[src/rtl/proc_pkg.sv]
// rtl/proc_pkg.sv - shared opcodes, instruction field positions and FSM encoding
// Purpose: single source of truth for the sequencer and its decoder.
// Ports: none (package).
package proc_pkg;

  localparam logic [2:0] OP_NOP   = 3'b000;
  localparam logic [2:0] OP_LOADI = 3'b001;
  localparam logic [2:0] OP_ADD   = 3'b010;
  localparam logic [2:0] OP_SUB   = 3'b011;
  localparam logic [2:0] OP_MOV   = 3'b100;
  localparam logic [2:0] OP_INC   = 3'b101;
  localparam logic [2:0] OP_JMPZ  = 3'b110;
  localparam logic [2:0] OP_HALT  = 3'b111;

  // JMPZ borrows the MOV ALU function so the ALU passes rd through for the zero test
  localparam logic [2:0] ALU_JMPZ_FUNC = 3'b100;

  localparam int IR_W    = 8;
  localparam int OP_MSB  = 7;
  localparam int OP_LSB  = 5;
  localparam int RD_BIT  = 4;
  localparam int IMM_MSB = 3;
  localparam int IMM_LSB = 0;
  localparam int RS_BIT  = 0;
  localparam int IMM_W   = IMM_MSB - IMM_LSB + 1;

  typedef enum logic [2:0] {
    ST_IDLE      = 3'd0,
    ST_FETCH     = 3'd1,
    ST_DECODE    = 3'd2,
    ST_EXECUTE   = 3'd3,
    ST_WRITEBACK = 3'd4,
    ST_STEP_WAIT = 3'd5,
    ST_HALT      = 3'd6
  } state_t;

endpackage

[src/rtl/seq_decode.sv]
// rtl/seq_decode.sv - combinational instruction decoder
// Purpose: splits the instruction register into fields and control flags.
// Ports: i_ir (instruction) -> o_rd, o_rb (read-B address, rd for JMPZ),
//        o_imm (imm field), o_wr_en, o_jmpz, o_halt, o_bsel, o_alu_func.
module seq_decode
  import proc_pkg::*;
(
  input  logic [IR_W-1:0]  i_ir,
  output logic             o_rd,
  output logic             o_rb,
  output logic [IMM_W-1:0] o_imm,
  output logic             o_wr_en,
  output logic             o_jmpz,
  output logic             o_halt,
  output logic             o_bsel,
  output logic [2:0]       o_alu_func
);

  logic [2:0] w_op;

  always_comb begin
    w_op       = i_ir[OP_MSB:OP_LSB];
    o_rd       = i_ir[RD_BIT];
    o_imm      = i_ir[IMM_MSB:IMM_LSB];
    o_jmpz     = (w_op == OP_JMPZ);
    o_halt     = (w_op == OP_HALT);
    o_wr_en    = (w_op == OP_LOADI) || (w_op == OP_ADD) || (w_op == OP_SUB) ||
                 (w_op == OP_MOV)   || (w_op == OP_INC);
    o_bsel     = (w_op == OP_LOADI) || (w_op == OP_INC);
    // JMPZ tests rd itself, so read port B also points at rd
    o_rb       = o_jmpz ? i_ir[RD_BIT] : i_ir[RS_BIT];
    o_alu_func = o_jmpz ? ALU_JMPZ_FUNC : w_op;
  end

endmodule

[src/rtl/proc_sequencer.sv]
// rtl/proc_sequencer.sv - multi-cycle instruction sequencer with single-step
// Purpose: fetch/decode/execute/writeback control for a tiny 2-register core.
// Ports: clk, reset (async active-low), start, step_en, step;
//        imem_req/imem_addr/imem_ack/imem_data fetch handshake;
//        rf_ra/rf_rb/rf_wa/rf_we register-file control;
//        alu_func/alu_bsel/imm/alu_zero ALU control; busy/halted/pc status.
module proc_sequencer
  import proc_pkg::*;
#(
  parameter int PC_W   = 4,
  parameter int DATA_W = 4
) (
  input  logic              clk,
  input  logic              reset,
  input  logic              start,
  input  logic              step_en,
  input  logic              step,
  output logic              imem_req,
  output logic [PC_W-1:0]   imem_addr,
  input  logic              imem_ack,
  input  logic [IR_W-1:0]   imem_data,
  output logic              rf_ra,
  output logic              rf_rb,
  output logic              rf_wa,
  output logic              rf_we,
  output logic [2:0]        alu_func,
  output logic              alu_bsel,
  output logic [DATA_W-1:0] imm,
  input  logic              alu_zero,
  output logic              busy,
  output logic              halted,
  output logic [PC_W-1:0]   pc
);

  state_t           r_state;
  state_t           w_next_state;
  logic [PC_W-1:0]  r_pc;
  logic [IR_W-1:0]  r_ir;
  logic             r_zero;

  logic             w_rd;
  logic             w_rb;
  logic [IMM_W-1:0] w_imm;
  logic             w_wr_en;
  logic             w_jmpz;
  logic             w_halt;
  logic             w_bsel;
  logic [2:0]       w_alu_func;
  logic             w_start_ok;

  seq_decode u_decode (
    .i_ir       (r_ir),
    .o_rd       (w_rd),
    .o_rb       (w_rb),
    .o_imm      (w_imm),
    .o_wr_en    (w_wr_en),
    .o_jmpz     (w_jmpz),
    .o_halt     (w_halt),
    .o_bsel     (w_bsel),
    .o_alu_func (w_alu_func)
  );

  // start is honoured only from the two non-busy states
  assign w_start_ok = start && ((r_state == ST_IDLE) || (r_state == ST_HALT));

  always_ff @(posedge clk or negedge reset) begin
    if (!reset) begin
      r_state <= ST_IDLE;
    end else begin
      r_state <= w_next_state;
    end
  end

  always_ff @(posedge clk or negedge reset) begin
    if (!reset) begin
      r_pc   <= '0;
      r_ir   <= '0;
      r_zero <= 1'b0;
    end else begin
      if (w_start_ok) begin
        r_pc <= '0;
      end
      if ((r_state == ST_FETCH) && imem_ack) begin
        r_ir <= imem_data;
      end
      if (r_state == ST_EXECUTE) begin
        r_zero <= alu_zero;
      end
      // HALT leaves pc pointing at the HALT instruction
      if (r_state == ST_WRITEBACK) begin
        if (w_jmpz && r_zero) begin
          r_pc <= PC_W'(w_imm);
        end else if (!w_halt) begin
          r_pc <= r_pc + PC_W'(1);
        end
      end
    end
  end

  always_comb begin
    w_next_state = r_state;
    imem_req     = 1'b0;
    rf_ra        = 1'b0;
    rf_rb        = 1'b0;
    rf_wa        = 1'b0;
    rf_we        = 1'b0;
    alu_func     = 3'b000;
    alu_bsel     = 1'b0;
    busy         = 1'b1;
    halted       = 1'b0;
    case (r_state)
      ST_IDLE: begin
        busy = 1'b0;
        if (w_start_ok) w_next_state = ST_FETCH;
      end
      ST_FETCH: begin
        imem_req = 1'b1;
        if (imem_ack) w_next_state = ST_DECODE;
      end
      ST_DECODE: begin
        rf_ra        = w_rd;
        rf_rb        = w_rb;
        w_next_state = ST_EXECUTE;
      end
      ST_EXECUTE: begin
        alu_func     = w_alu_func;
        alu_bsel     = w_bsel;
        w_next_state = ST_WRITEBACK;
      end
      ST_WRITEBACK: begin
        rf_we = w_wr_en;
        rf_wa = w_wr_en & w_rd;
        if (w_halt)       w_next_state = ST_HALT;
        else if (step_en) w_next_state = ST_STEP_WAIT;
        else              w_next_state = ST_FETCH;
      end
      ST_STEP_WAIT: begin
        if (step || !step_en) w_next_state = ST_FETCH;
      end
      ST_HALT: begin
        busy   = 1'b0;
        halted = 1'b1;
        if (w_start_ok) w_next_state = ST_FETCH;
      end
      default: begin
        busy         = 1'b0;
        w_next_state = ST_IDLE;
      end
    endcase
  end

  assign imem_addr = r_pc;
  assign pc        = r_pc;
  assign imm       = DATA_W'(w_imm);

endmodule

[config.mk]
export PLATFORM = sky130hd
export DESIGN_NAME = proc_sequencer
export DESIGN_NICKNAME = d
export VERILOG_FILES = /design/src/rtl/proc_pkg.sv /design/src/rtl/seq_decode.sv /design/src/rtl/proc_sequencer.sv
export SDC_FILE = /design/constraint.sdc
export NUM_CORES = 1
export LEC_CHECK = 0
export BUFFER_PORTS_ARGS = -buffer_cell sky130_fd_sc_hd__buf_2
export CORE_UTILIZATION = 51
export CTS_BUF_LIST = sky130_fd_sc_hd__clkbuf_8
export DETAILED_ROUTE_END_ITERATION = 7
export GPL_TIMING_DRIVEN = 0
export PLACE_DENSITY = 0.82
export SLEW_MARGIN = 20
export SYNTH_ARGS = -nofsm -noshare
export SYNTH_HDL_FRONTEND = slang
export SYNTH_SLANG_ARGS = --single-unit
export TNS_END_PERCENT = 5
[constraint.sdc]
create_clock -name clk -period 1.7 [get_ports clk]
set_input_delay 0.17 -clock clk [delete_from_list [all_inputs] [get_ports clk]]
set_output_delay 0.17 -clock clk [all_outputs]
set_load 0.02 [all_outputs]
== Word-level counts from Yosys, hierarchy flattened ==
Index checks and enable logic that the tools add are counted.
Operators by class
  reduce and logical (&&, ||, !) cells: 15
  multiplexer cells: 21
  add/subtract/negate cells: 1
  equality and inequality tests: 16
  bitwise logic cells: 1
Operator list (count)
  3-bit equality test, second input constant: 7
  3-bit two-way mux: 7
  3-bit one-hot mux with 6 select lines: 1
  4-bit two-way mux: 4
  3-bit by 2-bit equality test with 1-bit output, second input constant: 4
  1-bit two-way mux: 9
  1-bit logical OR: 7
  3-bit by 1-bit equality test with 1-bit output, second input constant: 2
  5-bit OR reduction: 1
  4-bit by 1-bit adder with 4-bit output, second input constant: 1
  2-bit inequality test, second input constant: 2
  1-bit logical AND: 3
  3-bit logical NOT: 1
  3-bit AND reduction: 1
  2-bit by 1-bit inequality test with 1-bit output, second input constant: 1
  2-bit OR reduction: 1
  1-bit AND: 1
  1-bit logical NOT: 1
Storage, ports and cells
  output and inout port bits: 23
  input bits: 15
  flip-flop bits (word level): 16
  word-level logic and storage cells: 58

== Longest topological paths before layout ==
Gate-level depths: netlist of the first run.
  word-level depth: 7
  mapped depth: 5
  gate-level depth less buffers: 5

== Cells and area by module ==
From an unflattened synthesis of the first run, not the netlist that was laid out.
Unflattened totals
  cell total of the unflattened synthesis: 111
  area, all modules: 1086.0 sq um
By module, submodules not included
  proc_sequencer: cells an instance 94, times used 1, area an instance 985.9 sq um
  seq_decode: cells an instance 17, times used 1, area an instance 100.1 sq um

== Worst setup path after synthesis of the first run ==
OpenSTA, ideal clock, no wires.
  path type: register -> output
  from: register r_state[0]
  to: output rf_wa
  stages on the path, launching flop included: 5
  path buffers: 0
  path slack: 0.029 ns
  arrival: 1.501 ns
  cells stage by stage: dfrtp_1 > or3b_4 > nor2_4 > o31a_1 > and2_1
Between the ends
  cells in the longest elaborated chain, start to end: 2
RTL lines
  from (decl): RTL line proc_sequencer.sv:35  | state_t r_state;
  from (signal assigned): RTL line proc_sequencer.sv:70  | r_state <= w_next_state;
  3-bit equality test: RTL line proc_sequencer.sv:111  | case (r_state)
  1-bit two-way mux: RTL line proc_sequencer.sv:111
  to (decl): RTL line proc_sequencer.sv:24  | output logic rf_wa,
No other way between the ends.

== Worst setup path in the final report of the first run ==
Same ends and word-level chain as after synthesis.

==> flow_metrics.tcl, run 1 <==
set metrics [dict create \
    status "finished, violations left" \
    failed_checks "setup timing" \
    post-route-period-util_pct 104 \
    clk_pin_slew_worst_paths_ns 0.07 \
    io_pins 38 \
    synth_nets 125 \
    dp_hpwl_um 1660 \
    ys_warn_count 0 \
    p_leak_nw 0.690 \
    worst_ep_arrival_time_ns 1.60 \
    worst_path_max_delay_cell "dfrtp_2" \
    place_area_um2 1260 \
    drv_cap 0 \
    fin_ws_ns -0.0690 \
    antennaDiodeCount 0 \
    routed_wl_um 2610 \
    seqCellArea_um2 402 \
    path_class "reg -> out" \
    layout.cells.most_common "buf_2" \
    wl_met1_um 1090 \
    die_w_um 47.3 \
    multi_input_area_um2 577 \
    route.met2.wl_um 1310 \
    rows 16 \
    fin_nets 172 \
    yosys-top-cells-area "dfrtp_1 (38%), mux2_2 (8.6%), buf_4 (5.7%)" \
    highest-signal-layer "met4" \
    peakVddDrop_v 0.00120 \
    ys_ff_latch 16 \
    layout_common_cells "buf_2 (38), dfrtp_1 (15), buf_4 (13)" \
    cts_buffer_depth 2 \
    fin_util_pct 73.2 \
    dpl_worst_slack_ns 0.0900 \
    htreeDepth 1 \
    timing.slew.headroom_pct 75.5 \
    synth_top_area_share_pct 38.3 \
    crit_buf_inv 1 \
    synth-edff-count 0 \
    drt-initial-drc-count 25 \
    cts_buffers 3 \
    slowest_delay_ns 0.42 \
    fill_cells 138 \
    clock.fmax_mhz 565 \
    worstPathCellList "or3b_4 > nor2_4 > o31a_1 > and2_4 > buf_6" \
    clock_skew_ns 0.000974 \
    cp_top_family "simple AND/OR/NAND/NOR gates" \
    power.density_nw_per_um2 2120 \
    crit-reg2reg-launch "r_state[1]$_DFFE_PN0P_" \
    initial_core_util_pct 53.9 \
    clk_latency_ns 0.26 \
    grt_pass1_vias 910 \
    crit_path_start "r_state[0]$_DFFE_PN0P_" \
    hold_viol 0 \
    startpoint_type "flop" \
    worstPathRequired_ns 1.53 \
    num_vias 1008 \
    gp_congestion 0.786 \
    route.antenna.remaining_nets 0 \
    die_area_um2 2240 \
    antenna_found_initial 0 \
    fin_setup_tns_ns -0.0690 \
    synth_cell_types 39 \
    synth_seq_area_share_pct 38.3 \
    grt_max_degree 17 \
    rsz0062_at_grt "yes" \
    final_max_slew_viol_count 0 \
    cts-root-buf "clkbuf_8" \
    min_from "alu_zero" \
    syn_to_final_growth_pct 35.9 \
    setup_viol 1 \
    syn_area_um2 1050 \
    drive_gt1_share_pct 52.9 \
    synth_cells 109 \
    post-route-drc-count 0 \
    grt_first_pass_wirelength_um 3900 \
    crit_fanout 2 \
    hp-class "in -> reg" \
    coreArea_um2 1940 \
    io_buffers 37 \
    cts_tree "done" \
    dr.pass1.iters 4 \
    clock-sinks 16 \
    tightest_slew_ns 0.367 \
    synthArstFlopShare_pct 100 \
    final_area_um2 1420 \
    die_y_um 47.3 \
    fin_crit_ns 1.77 \
    wl_per_cell_um 14.3 \
    grt_overflow 0 \
    viasPerCell 5.54 \
    track_usage_pct 25.0 \
    syn_area_per_cell_um2 9.60 \
    wl_met3_um 145 \
    ys.flop_type "dfrtp_1" \
    crit_path_end_kind "output pin" \
    synth_largest_area_cell "dfrtp_1" \
]
==> final cells by class <==
class | count | area share, %
Sequential cell | 16 | 28.3
Clock buffer | 4 | 3.87
Inverter | 2 | 0.704
Multi-Input combinational cell | 76 | 40.6
Timing Repair Buffer | 42 | 16.9
Tap cell | 27 | 2.38
Buffer | 15 | 7.31
==> per-layer routing <==
layer  vias to the layer above  track usage (%)
met5                         -                0
met4                         0             10.9
met3                         7             5.00
met2                        41             42.5
met1                       484             30.4
li1                        476                -
==> per-stage QoR <==
step                std cells  power, mW  hold slack (ns)
floorplan                 109       2.03           -0.126
global placement          173       2.40            0.100
detailed placement        173       2.45            0.105
CTS                       182       2.91            0.119
global route              182       3.22            0.122
finish                    182       3.02            0.116
==> registers in the layout, indices dropped and copies added (netlist names) <==
signal	cells
r_zero	1
r_ir	8
imem_addr	4
r_state	3
==> synthesized netlist by cell type (3+ instances only) <==
cell type,n
a21oi_1,6
mux2_2,8
buf_4,8
nor2_1,5
dfrtp_1,16
buf_2,4
nor3b_1,3
nand2_1,8
o21ai_0,3
nor3_1,5
and2_1,4
==> what timing repair did <==
action	CTS	global route
pin swaps	4	2
hold buffers	1	0
buffers inserted	4	0
endpoints found under the hold margin	16	0
resized for setup	10	14
setup endpoints to repair	5	13
cloned	0	0
==> report_power, final <==
group          switching [mW]  internal, mW  leakage, nW
Clock                   0.145         0.206       0.0288
Sequential              0.191         0.574        0.196
Combinational            1.04         0.863        0.465
Total                    1.38          1.64        0.690
==> worst register-to-register path, delay by kind of cell (launching register included) <==
| family | cells | cell delay, ns |
|---|---|---|
| mux | 1 | 0.36 |
| flops | 1 | 0.40 |
| simple gates | 1 | 0.28 |
| buf+inv | 2 | 0.43 |
==> cells by family (layout without fill, tap and decap cells) <==
family	Yosys count	in the layout	synth area share, %
AND/OR/NAND/NOR	39	39	21.8
AO/OA/AOI/OAI	24	24	17.0
buffers and inverters	17	63	9.69
flip-flops	16	16	38.3
multiplexers	9	9	9.57
XOR/XNOR	3	3	2.51
adder cells (fa/ha/maj)	1	1	1.20
==> final timing paths <==
path                                           to  slack [ns]  depth (start not counted)
setup / recovery                            rf_wa       -0.07                          5
hold / removal                 r_zero$_DFFE_PN0P_        0.12                          3
setup reg to reg              r_ir[2]$_DFFE_PN0P_        0.12                          4
hold reg to reg               r_ir[3]$_DFFE_PN0P_        0.56                          1
max in group asynchronous  r_state[0]$_DFFE_PN0P_        1.06                          2
min in group asynchronous  imem_addr[1]$_DFF_PN0_        0.35                          2
Power figures use the tool's default switching activity.
==> run 2, diff against run 1 <==
--- a/config.mk
+++ b/config.mk
@@ -10,7 +10,7 @@
 export CTS_BUF_LIST = sky130_fd_sc_hd__clkbuf_8
 export DETAILED_ROUTE_END_ITERATION = 7
 export GPL_TIMING_DRIVEN = 0
-export PLACE_DENSITY = 0.82
+export PLACE_DENSITY = 0.83
 export SLEW_MARGIN = 20
 export SYNTH_ARGS = -nofsm -noshare
 export SYNTH_HDL_FRONTEND = slang
==> run 2 against run 1 <==
The run still ends with setup timing left. Fmax grew 1.7%. Clock power shrank 3%. Final cell count stayed put. First-iteration DRC count fell by 4.0%. Clock-buffer cell count unchanged. Sequential cell count did not move. Largest power group unchanged. Highest routed layer unchanged.
==> flow_metrics.tcl, run 2 (synthesis results as in run 1) <==
set metrics [dict create \
    htreeDepth 1 \
    io_buffers 37 \
    drive_gt1_share_pct 52.3 \
    fin_nets 172 \
    antenna_found_initial 0 \
    seqPwrFrac_pct 25.5 \
    grt_util_met1_pct 32.0 \
    antennaDiodeCount 0 \
    routed_wl_um 2410 \
    die_area_um2 2240 \
    power_frac_comb_pct 63.0 \
    fill_cells 154 \
    layout_common_cells "buf_2 (38), dfrtp_1 (15), buf_4 (13)" \
    grt_overflow 0 \
    largest-register "r_ir" \
    busiest_layer "met2" \
    globalRouteMet2Util_pct 40.0 \
    fin_ws_ns -0.0398 \
    multi_input_area_um2 571 \
    tightest_slew_ns 0.368 \
    status "finished, violations left" \
    hp-class "in -> reg" \
    cts-root-buf "clkbuf_8" \
    crit_fanout 2 \
    cts_buffer_depth 2 \
    route.antenna.remaining_nets 0 \
    cts_buffers 3 \
    viasPerCell 5.42 \
    clk_pin_slew_worst_paths_ns 0.07 \
    cts_tree "done" \
    gp_congestion 0.839 \
    placed_cells 173 \
    syn_to_final_growth_pct 35.0 \
    worstPathRequired_ns 1.53 \
    fin_crit_ns 1.74 \
    clock-sinks 16 \
    track_usage_pct 23.7 \
    switching_share_pct 44.9 \
    wl_per_cell_um 13.2 \
    rsz0062_at_grt "yes" \
    totalPowerFinal_mw 2.97 \
    clk_latency_ns 0.25 \
    power.density_nw_per_um2 2100 \
    switching_power_mw 1.33 \
    hold_viol 0 \
    final_cells 182 \
    path_class "reg -> out" \
    final_max_slew_viol_count 0 \
    num_vias 987 \
    post-route-drc-count 0 \
    failed_checks "setup timing" \
    die_y_um 47.3 \
    setup_viol 1 \
    clock_skew_ns 0.00152 \
    grt_max_degree 17 \
    peakVddDrop_v 0.00123 \
    clock.fmax_mhz 575 \
    layout.cells.most_common "buf_2" \
    crit_path_end_kind "output pin" \
    drt-initial-drc-count 24 \
    rows 16 \
    largest_reg_flops 8 \
    die_w_um 47.3 \
    grt_first_pass_wirelength_um 3750 \
    dr.pass1.iters 4 \
    startpoint_type "flop" \
    grt_pass1_vias 836 \
    drv_cap 0 \
    seqCellArea_um2 402 \
    worst_ep_arrival_time_ns 1.57 \
    gr-usage-met3_pct 2.31 \
    intPower_mw 1.64 \
    p_leak_nw 0.690 \
    timing.slew.headroom_pct 75.5 \
    post-route-period-util_pct 102 \
    initial_core_util_pct 53.9 \
    coreArea_um2 1940 \
    pwr-share-clk_pct 11.4 \
    dp_hpwl_um 1650 \
    io_pins 38 \
]
[run 2: cell counts in the layout (fill, tap and decap cells not counted)]
No cell type changed its count.
[run 2: worst max-delay path, stage by stage (launching register included)]
cell and delay (ns):
dfrtp_1 0.40, or3b_4 0.43, nor2_4 0.10, o31a_1 0.15
and2_4 0.14, buf_6 0.10
[run 2: per-stage QoR]
step / hold WS (ns) / worst slack, ns / cell area [um2] / TNS (ns) / utilization [%]
floorplan: -0.126 / 0.0287 / 1050 / 0 / -
global placement: 0.0985 / 0.103 / 1260 / 0 / 65.1
detailed placement: 0.108 / 0.0834 / 1260 / 0 / 65.1
CTS: 0.132 / -0.0253 / 1380 / -0.0253 / 71.2
global route: 0.152 / -0.0892 / 1410 / -0.0912 / 72.7
finish: 0.153 / -0.0398 / 1410 / -0.0398 / 72.7
[run 2: layout make-up]
cell class	instances	area share, %
tap	27	2.39
sequential	16	28.4
multi-input combinational	76	40.4
buffer	15	7.35
clock buffer	4	3.90
timing repair buffer	42	16.8
inverter	2	0.709
[run 2: per-layer routing]
layer  vias to the layer above  share of wire (%)
li1                        476                  -
met1                       484                 48
met2                        25                 48
met3                         2                3.4
met4                         0               0.54
met5                         -                  0
[run 2: power groups by stage]
stage          registers, mW  logic, mW  clock network (mW)
6_report               0.758       1.87               0.340
5_1_grt                0.783       2.03               0.359
4_1_cts                0.749       1.79               0.344
3_5_place_dp           0.773       1.68                   0
3_3_place_gp           0.758       1.63                   0
2_1_floorplan          0.777       1.25                   0
[run 2: repair_timing]
action | in CTS | in global routing
pin swaps | 3 | 2
buffers inserted | 4 | 0
endpoints found under the setup margin | 3 | 5
gates resized for setup | 11 | 10
hold endpoints to repair | 16 | 0
hold buffers | 1 | 0
[run 2: worst paths after layout]
| path | from | to | slack, ns | cells past startpoint |
|---|---|---|---|---|
| hold reg to reg | r_ir[2]$_DFFE_PN0P_ | r_ir[2]$_DFFE_PN0P_ | 0.54 | 1 |
| setup / recovery | r_state[1]$_DFFE_PN0P_ | rf_wa | -0.04 | 5 |
| min in group asynchronous | reset | r_ir[2]$_DFFE_PN0P_ | 0.37 | 2 |
| max in group asynchronous | reset | r_state[0]$_DFFE_PN0P_ | 1.04 | 2 |
| hold / removal | alu_zero | r_zero$_DFFE_PN0P_ | 0.15 | 3 |
| setup reg to reg | r_state[1]$_DFFE_PN0P_ | r_ir[5]$_DFFE_PN0P_ | 0.13 | 4 |
